## config.mk

```make
export PLATFORM = sky130hd
export DESIGN_NAME = pipelined_cla_adder
export DESIGN_NICKNAME = d
export VERILOG_FILES = /design/src/rtl/pipelined_cla_adder.sv
export SDC_FILE = /design/constraint.sdc
export NUM_CORES = 1
export LEC_CHECK = 0
export BUFFER_PORTS_ARGS = -buffer_cell sky130_fd_sc_hd__clkbuf_2
export CORE_UTILIZATION = 60
export DETAILED_ROUTE_END_ITERATION = 10
export HOLD_SLACK_MARGIN = 0.03
export MAX_ROUTING_LAYER = met4
export PLACE_DENSITY = 0.86
export SYNTH_ARGS = -nofsm -noshare
export SYNTH_HDL_FRONTEND = slang
export SYNTH_SLANG_ARGS = --single-unit
```

## constraint.sdc

```tcl
create_clock -name clk -period 4.4 [get_ports clk]
set_input_delay 0.88 -clock clk [delete_from_list [all_inputs] [get_ports clk]]
set_output_delay 0.88 -clock clk [all_outputs]
set_load 0.005 [all_outputs]
```

## src/rtl/pipelined_cla_adder.sv

```systemverilog
// Pipelined carry-lookahead adder/subtractor: one SEG-bit CLA slice per stage,
// carry and group P/G registered between stages, valid/ready on both sides.
module pipelined_cla_adder #(
  parameter int unsigned WIDTH = 32,
  parameter int unsigned SEG   = 16
) (
  input  logic             clk,
  input  logic             rst_n,
  input  logic             in_valid,
  output logic             in_ready,
  input  logic [WIDTH-1:0] A,
  input  logic [WIDTH-1:0] B,
  input  logic             C0,
  input  logic             sub,
  output logic             out_valid,
  input  logic             out_ready,
  output logic [WIDTH-1:0] sum,
  output logic             C_out,
  output logic             ovf,
  output logic             P_all,
  output logic             G_all
);

  localparam int unsigned NS = WIDTH / SEG;
  localparam int unsigned NG = SEG / 4;

  typedef struct packed {
    logic [SEG-1:0] sum;
    logic           cout;
    logic           c_msb;
    logic           p;
    logic           g;
  } slice_t;

  // a/b hold only the not-yet-added operand bits, shifted down so the next
  // slice always reads bits [SEG-1:0].
  typedef struct packed {
    logic             valid;
    logic [WIDTH-1:0] sum;
    logic [WIDTH-1:0] a;
    logic [WIDTH-1:0] b;
    logic             carry;
    logic             p;
    logic             g;
    logic             c_msb;
  } stage_t;

  // Carries into each bit of a 4-bit CLA unit.
  function automatic logic [3:0] cla4_carries(input logic [3:0] p,
                                              input logic [3:0] g,
                                              input logic       cin);
    logic [3:0] c;
    c[0] = cin;
    c[1] = g[0] | (p[0] & cin);
    c[2] = g[1] | (p[1] & g[0]) | (p[1] & p[0] & cin);
    c[3] = g[2] | (p[2] & g[1]) | (p[2] & p[1] & g[0]) | (p[2] & p[1] & p[0] & cin);
    return c;
  endfunction

  function automatic logic group_gen(input logic [3:0] p, input logic [3:0] g);
    return g[3] | (p[3] & g[2]) | (p[3] & p[2] & g[1]) | (p[3] & p[2] & p[1] & g[0]);
  endfunction

  // Flat sum-of-products lookahead across the 4-bit groups of one slice.
  function automatic logic [NG:0] lookahead(input logic [NG-1:0] gp,
                                            input logic [NG-1:0] gg,
                                            input logic          cin);
    logic [NG:0] c;
    logic        acc;
    logic        term;
    for (int unsigned j = 0; j <= NG; j++) begin
      acc = cin;
      for (int unsigned m = 0; m < j; m++) acc = acc & gp[m];
      for (int unsigned i = 0; i < j; i++) begin
        term = gg[i];
        for (int unsigned m = i + 1; m < j; m++) term = term & gp[m];
        acc = acc | term;
      end
      c[j] = acc;
    end
    return c;
  endfunction

  function automatic logic block_gen(input logic [NG-1:0] gp, input logic [NG-1:0] gg);
    logic acc;
    logic term;
    acc = 1'b0;
    for (int unsigned i = 0; i < NG; i++) begin
      term = gg[i];
      for (int unsigned m = i + 1; m < NG; m++) term = term & gp[m];
      acc = acc | term;
    end
    return acc;
  endfunction

  function automatic slice_t cla_slice(input logic [SEG-1:0] a,
                                       input logic [SEG-1:0] b,
                                       input logic           cin);
    slice_t        r;
    logic [SEG-1:0] p;
    logic [SEG-1:0] g;
    logic [SEG-1:0] c;
    logic [NG-1:0]  gp;
    logic [NG-1:0]  gg;
    logic [NG:0]    gc;
    p = a ^ b;
    g = a & b;
    for (int unsigned j = 0; j < NG; j++) begin
      gp[j] = &p[4*j +: 4];
      gg[j] = group_gen(p[4*j +: 4], g[4*j +: 4]);
    end
    gc = lookahead(gp, gg, cin);
    for (int unsigned j = 0; j < NG; j++) begin
      c[4*j +: 4] = cla4_carries(p[4*j +: 4], g[4*j +: 4], gc[j]);
    end
    r.sum   = p ^ c;
    r.cout  = gc[NG];
    r.c_msb = c[SEG-1];
    r.p     = &gp;
    r.g     = block_gen(gp, gg);
    return r;
  endfunction

  stage_t st  [NS];
  stage_t nxt [NS];
  logic   stall;

  assign stall    = st[NS-1].valid & ~out_ready;
  assign in_ready = ~stall;

  always_comb begin
    slice_t           r;
    logic [WIDTH-1:0] b_eff;
    logic             cin;
    b_eff = sub ? ~B : B;
    cin   = sub | C0;
    r     = cla_slice(A[SEG-1:0], b_eff[SEG-1:0], cin);

    nxt[0].valid          = in_valid;
    nxt[0].sum            = '0;
    nxt[0].sum[SEG-1:0]   = r.sum;
    nxt[0].a              = A >> SEG;
    nxt[0].b              = b_eff >> SEG;
    nxt[0].carry          = r.cout;
    nxt[0].p              = r.p;
    nxt[0].g              = r.g;
    nxt[0].c_msb          = r.c_msb;

    for (int unsigned k = 1; k < NS; k++) begin
      r = cla_slice(st[k-1].a[SEG-1:0], st[k-1].b[SEG-1:0], st[k-1].carry);
      nxt[k]                  = st[k-1];
      nxt[k].sum[k*SEG +: SEG] = r.sum;
      nxt[k].a                = st[k-1].a >> SEG;
      nxt[k].b                = st[k-1].b >> SEG;
      nxt[k].carry            = r.cout;
      nxt[k].p                = r.p & st[k-1].p;
      nxt[k].g                = r.g | (r.p & st[k-1].g);
      nxt[k].c_msb            = r.c_msb;
    end
  end

  always_ff @(posedge clk or negedge rst_n) begin
    if (!rst_n) begin
      for (int unsigned k = 0; k < NS; k++) st[k] <= '0;
    end else if (!stall) begin
      for (int unsigned k = 0; k < NS; k++) st[k] <= nxt[k];
    end
  end

  assign out_valid = st[NS-1].valid;
  assign sum       = st[NS-1].sum;
  assign C_out     = st[NS-1].carry;
  assign ovf       = st[NS-1].c_msb ^ st[NS-1].carry;
  assign P_all     = st[NS-1].p;
  assign G_all     = st[NS-1].g;

endmodule
```

==> summary.md, run 1 <==
| Metric | Value |
|---|---|
| Leading cell type in the layout, fill and taps excluded | `nand2_1` |
| Synthesized flop and latch total | `89` |
| Final worst-path cycle share | `75.6%` |
| Nets@finish | `753` |
| Detail Route Antenna Nets | `0` |
| CP Max Fanout | `18` |
| Slew headroom | `26.3%` |
| Simple-Gate Fraction of Synth Area | `17.2%` |
| Clock sink count | `89` |
| Pre-antenna DRT Iters | `5` |
| Setup bufs post-CTS | `0` |
| Wire per inst | `13.9 um` |
| Final wirelength | `10500 um` |
| Num ports | `108` |
| Initial antenna violation count | `0` |
| Leak Pwr | `2.95 nW` |
| PortBufs | `107` |
| Met3 Use GR | `4.75%` |
| Achievable frequency | `301 MHz` |
| Overall routing resource usage | `26.3%` |
| Remaining global-route overflow | `0` |
| Largest family of logic cells by synthesized area | `simple AND/OR/NAND/NOR gates` |
| Yosys top cell area share | `42.9%` |
| Min-delay worst type | `flip-flop to flip-flop` |
| Post-Syn Area | `5190 um2` |
| CTS buffer count | `9` |
| Core ar. | `8300 um2` |
| Ranking of synthesized cells by area | `dfrtp_1 (43%), nand2_1 (11%), ha_1 (7.7%)` |
| CP endpoint kind | `flip-flop` |
| Height of the chip | `95.0 um` |
| Critical path required time | `4670 ps` |
| DIE WIDTH | `95.0 um` |
| Root buf cell | `clkbuf_8` |
| Compound-cell area share of the yosys netlist | `12.5%` |
| Maxcap violations | `0` |
| Unrepaired setup endpoints after global routing | `false` |
| Total power | `2.86 mW` |
| Grt peak-use layer | `met2` |
| Register area share after synthesis | `42.9%` |
| Synth warnings | `0` |
| Post_cts resized | `0` |
| Routed via count | `4042` |
| Max-slew violations | `0` |
| Clk slew on worst S/H paths | `80 ps` |
| Mean area per synthesized cell | `8.97 um2` |
| Hold Fails Final Rpt | `0` |
| Leading area contributor after synthesis | `dfrtp_1` |
| Clock tree buffer depth | `2` |
| Worst path arrival time | `3590 ps` |
| Multiplexer area fraction after synthesis | `0.386%` |
| Initial Util | `62.5%` |
| Antenna diodes | `0` |
| Setup TNS | `0 ps` |
| Vias per Instance | `5.38` |
| Yosys cell types | `47` |
| DR iter-0 viols | `108` |
| Vias in the first global route | `3963` |
| Die Area | `9020 um2` |
| Placer Congestion | `0.905` |
| Crit Path Category | `input port to flip-flop` |
| Layout cells sized above 1 | `21.0%` |
| Top_reg_cell synth | `dfrtp_1` |
| EDFF count, synth | `0` |
| Post-layout min period | `3320 ps` |
| Skew final | `9.59 ps` |
| Synth async-reset ratio | `100%` |
| CTS tree | `yes` |
| Worst Tran Pin Value | `1110 ps` |
| Area delta synth->final | `12.4%` |
| Setup-failing EPs final | `0` |
| Cell count after synthesis | `578` |
| Largest net degree at the start of global routing | `98` |
| Met2 Usage GRT | `41.5%` |
| Synth Area in Adders | `10.8%` |
| PwrDens | `490 nW/um2` |
| Status | `complete, no violations` |
| Total number of H-tree levels | `3` |
| First-pass GRT wire length | `17800 um` |
| Core Rows | `33` |
| DRC viols | `0` |
| Hold buffer count at CTS | `0` |
| Synth Net Count | `688` |
| Post-synthesis xor/xnor area fraction | `8.61%` |
| Final HPWL DP | `7600 um` |
| Grt met1 use | `33.2%` |
| Skew-Pair Late Insertion Delay | `350 ps` |
| Fillers | `655` |
| Maximum vdd drop | `0.265 mV` |
| Most frequent cells in the layout | `nand2_1 (154), clkbuf_2 (106), dfrtp_1 (89)` |
| CP startpoint kind | `input port` |
==> Yosys cell counts, types with 5 or more instances <==
cell / instances
nor2_1: 36
clkbuf_1: 18
xor2_1: 29
xnor2_1: 22
a21o_1: 5
o21ai_0: 36
dfrtp_1: 89
ha_1: 32
buf_4: 33
nor3_1: 8
a21oi_1: 34
fa_1: 8
inv_1: 16
nand2_1: 154
==> report_power, final <==
part / switching [mW] / internal (mW) / total [mW] / leakage, nW
Sequential: 0.134 / 1.05 / 1.18 / 1.05
Clock: 0.279 / 0.488 / 0.767 / 0.139
Combinational: 0.506 / 0.405 / 0.911 / 1.76
Total: 0.918 / 1.94 / 2.86 / 2.95
==> layout make-up <==
cell class / count / area [um2] / share of cell area (%)
clock buffer: 9 / 124 / 2.12
inverter: 16 / 60.1 / 1.03
clock inverter: 6 / 155 / 2.66
sequential: 89 / 2230 / 38.2
multi-input combinational: 417 / 2570 / 44.1
timing repair buffer: 110 / 561 / 9.62
tap: 105 / 131 / 2.25
==> per-stage QoR <==
stage / area, um2 / worst slack (ps) / instances / util (%) / hold slack (ps)
2_1_floorplan: 5190 / 922 / 578 / - / 430
3_3_place_gp: 5550 / 927 / 737 / 66.9 / 441
3_5_place_dp: 5550 / 744 / 737 / 66.9 / 457
4_1_cts: 5830 / 1100 / 752 / 70.2 / 474
5_1_grt: 5830 / 909 / 752 / 70.2 / 490
6_report: 5830 / 1080 / 752 / 70.2 / 469
==> flip-flops by register name (all words and copies together) (netlist names) <==
signal	cells
C_out	1
G_all	1
P_all	1
nxt	17
out_valid	1
st	36
sum	32
==> worst paths after layout <==
kind	depth (start not counted)	end	startpoint	slack, ps
min in group asynchronous	1	nxt[73]	rst_n	710
max in group asynchronous	1	nxt[69]	rst_n	2970
setup / recovery	11	nxt[81]	sub	1080
setup reg to reg	10	sum[29]	st[110]	1820
hold reg to reg	2	sum[4]	sum[4]	470
hold / removal	2	sum[4]	sum[4]	470
==> critical path: stages <==
cell and delay, ps:
clkbuf_2 330, xor2_1 280, ha_1 410, nand4_1 200, nor2_1 230, a211oi_4 130, o31ai_4 270, inv_1 100
fa_1 410, xor2_1 170, a21oi_1 170
==> metal layers <==
metal,wire [um],vias to the layer above
met1,4640,1909
met3,403,25
met5,0,-
met2,5170,104
li1,-,2004
met4,265,0
==> cell families after synthesis <==
| group | count (synthesis) |
|---|---|
| AOI/OAI and AO/OA | 104 |
| xor gates and xnor gates | 51 |
| adders and majority gates | 40 |
| buffers and inverters | 72 |
| DFF | 89 |
| muxes | 2 |
| and+or+nand+nor | 220 |
Note: power is estimated with default switching activity, not from simulation.
==> run 2, diff against run 1 <==
--- a/config.mk
+++ b/config.mk
@@ -6,11 +6,11 @@
 export NUM_CORES = 1
 export LEC_CHECK = 0
 export BUFFER_PORTS_ARGS = -buffer_cell sky130_fd_sc_hd__clkbuf_2
-export CORE_UTILIZATION = 60
+export CORE_UTILIZATION = 55
 export DETAILED_ROUTE_END_ITERATION = 10
 export HOLD_SLACK_MARGIN = 0.03
 export MAX_ROUTING_LAYER = met4
-export PLACE_DENSITY = 0.86
+export PLACE_DENSITY = 0.8
 export SYNTH_ARGS = -nofsm -noshare
 export SYNTH_HDL_FRONTEND = slang
 export SYNTH_SLANG_ARGS = --single-unit
==> constraint.sdc (replaced) <==
create_clock -name clk -period 3.1 [get_ports clk]
set_input_delay 0.62 -clock clk [delete_from_list [all_inputs] [get_ports clk]]
set_output_delay 0.62 -clock clk [all_outputs]
set_load 0.005 [all_outputs]
==> run 2 against run 1 <==
Against the previous run: worst setup slack lost 800 ps; clock-buffer cell count grew 1; global-route usage shrank 2.5 points; sequential share of layout area shrank 0.057 points; via count grew 0.94%; power grew 37%; final cell count grew 1.9%; critical path depth shrank 1; critical path type is now flip-flop to flip-flop; critical endpoint is now sum[29]; largest cell class unchanged.
==> summary.md, run 2 (synthesis results as in run 1) <==
| Metric | Value |
|---|---|
| Worst Tran Pin Value | `1100 ps (-8.20 ps)` |
| Num ports | `108 (unchanged)` |
| DIE WIDTH | `99.1 um (+4.4%)` |
| Logic pwr share | `33.8% (+1.9 points)` |
| Slew headroom | `26.9% (+0.55 points)` |
| PortBufs | `107 (unchanged)` |
| Clock tree buffer depth | `2 (unchanged)` |
| CTS tree | `yes` |
| Final HPWL DP | `7970 um (+4.8%)` |
| Total power | `3.91 mW (+37%)` |
| Routed via count | `4080 (+0.94%)` |
| Remaining global-route overflow | `0 (unchanged)` |
| Setup TNS | `0 ps (unchanged)` |
| FF+latch area | `2230 um2 (unchanged)` |
| Vias in the first global route | `3974 (+0.28%)` |
| Finished Cell Area | `5840 um2 (+0.15%)` |
| Initial Util | `56.4% (-6.1 points)` |
| Fillers | `774 (+18%)` |
| Switching share of power | `34.6% (+2.4 points)` |
| Antenna diodes | `0 (unchanged)` |
| Min-delay worst type | `input port to flip-flop` |
| Clock sink count | `89 (unchanged)` |
| DR top layer | `met4` |
| Critical path required time | `3340 ps (-1330 ps)` |
| Max reg flops | `36 (unchanged)` |
| PwrDens | `670 nW/um2 (+37%)` |
| Leading cell type in the layout, fill and taps excluded | `nand2_1` |
| Largest Register | `st` |
| Clk slew on worst S/H paths | `90 ps (about the same)` |
| Post_cts resized | `0 (unchanged)` |
| DRC viols | `0 (unchanged)` |
| Root buf cell | `clkbuf_8` |
| CP Max Fanout | `5 (-13)` |
| Overall routing resource usage | `23.9% (-2.5 points)` |
| Most frequent cells in the layout | `nand2_1 (154), clkbuf_2 (106), dfrtp_1 (89)` |
| Status | `complete, no violations` |
| Clock power frac | `23.0% (-3.8 points)` |
| Sequential power share | `43.2% (+1.9 points)` |
| CTS buffer count | `9 (unchanged)` |
| Height of the chip | `99.1 um (+4.4%)` |
| Skew final | `13.3 ps (+3.72 ps)` |
| CP endpoint kind | `flip-flop` |
| Placer Congestion | `0.850 (-6.1%)` |
| Max-slew violations | `0 (unchanged)` |
| Achievable frequency | `354 MHz` |
| Setup-failing EPs final | `0 (unchanged)` |
| Setup bufs post-CTS | `0 (unchanged)` |
| Core Rows | `35 (+6.1%)` |
| P_sw | `1.35 mW (+47%)` |
| Metal2 WL | `5420 um (+4.8%)` |
| Nets@finish | `760 (+0.93%)` |
| Pre-antenna DRT Iters | `4 (-1)` |
| Final wirelength | `10800 um (+2.8%)` |
| Hold Fails Final Rpt | `0 (unchanged)` |
| Largest net degree at the start of global routing | `90 (-8.2%)` |
| Maxcap violations | `0 (unchanged)` |
| Skew-Pair Late Insertion Delay | `360 ps (about the same)` |
| Core ar. | `9200 um2 (+11%)` |
| Initial antenna violation count | `0 (unchanged)` |
| Worst path arrival time | `3060 ps (-530 ps)` |
| Crit Path Category | `flip-flop to flip-flop` |
| Vias per Instance | `5.33 (-0.90%)` |
| Area delta synth->final | `12.6%` |
| Detail Route Antenna Nets | `0 (unchanged)` |
| Met3 WL | `350 um (-13%)` |
| Layout cells sized above 1 | `22.0% (+0.96 points)` |
| Maximum vdd drop | `0.283 mV (+6.8%)` |
| CP startpoint kind | `flip-flop` |
| DR iter-0 viols | `140 (+30%)` |
| Internal Pwr Total | `2.56 mW (+32%)` |
| Placed Area | `5610 um2 (+1.1%)` |
| Post-layout min period | `2830 ps` |
| Wire per inst | `14.1 um (+0.95%)` |
| Leak Pwr | `2.96 nW (+0.23%)` |
| Final worst-path cycle share | `91.2%` |
| First-pass GRT wire length | `18000 um (+1.1%)` |
| Met1 wire length | `4780 um (+3.0%)` |
| Unrepaired setup endpoints after global routing | `false` |
| Hold buffer count at CTS | `0 (unchanged)` |
| Multi-input gate area in the final layout | `2570 um2 (unchanged)` |
| Final worst slack | `273 ps (-803 ps)` |
| Total number of H-tree levels | `3 (unchanged)` |
| Dpl ws | `-2.89 ps (-747 ps)` |
| Die Area | `9820 um2 (+8.9%)` |
==> run 2: stage by stage <==
| step | util [%] | instances | hold WS [ps] |
|---|---|---|---|
| 4_1_cts | 63.5 | 766 | 450 |
| 5_1_grt | 63.5 | 766 | 454 |
| 3_3_place_gp | 61.0 | 750 | 441 |
| 2_1_floorplan | - | 578 | 324 |
| 6_report | 63.5 | 766 | 459 |
| 3_5_place_dp | 61.0 | 750 | 452 |
==> run 2: routing by layer <==
metal | track usage (%) | vias up
li1 | - | 2018
met1 | 29.4 | 1943
met2 | 39.8 | 97
met3 | 3.09 | 22
met4 | 10.4 | 0
met5 | - | -
==> run 2: critical path, cell delays in order (launching register included) <==
cell      delay, ps
dfrtp_1         390
ha_1            380
a211oi_1        230
nor2_1          100
nor3_1          200
a21oi_1         150
o21ai_0         280
nand2b_1        140
fa_1            420
xnor2_1         150
o21ai_0         260
==> run 2: power by group through the flow <==
stage	logic, mW	registers, mW	clock network, mW
after floorplan	1.09	1.65	0
after global placement	1.26	1.69	0
after detailed placement	1.31	1.71	0
after CTS	1.33	1.69	0.911
after global routing	1.49	1.73	0.964
final	1.32	1.69	0.899
==> run 2: final timing paths <==
path | start | end | slack [ps] | depth (start not counted)
max | st[110] | sum[29] | 270 | 10
min | A[18] | st[139] | 460 | 3
max reg2reg | st[110] | sum[29] | 270 | 10
min reg2reg | sum[14] | sum[14] | 470 | 2
max in group asynchronous | rst_n | st[118] | 1940 | 1
min in group asynchronous | rst_n | st[139] | 470 | 1
==> run 2: layout make-up <==
cell class	instances	area share, %
multi-input cells	417	44.0
repair buffers	117	10.5
clock buffers	10	2.36
inverters	16	1.03
flip-flops and latches	89	38.1
clock inverters	6	1.54
well taps	111	2.38
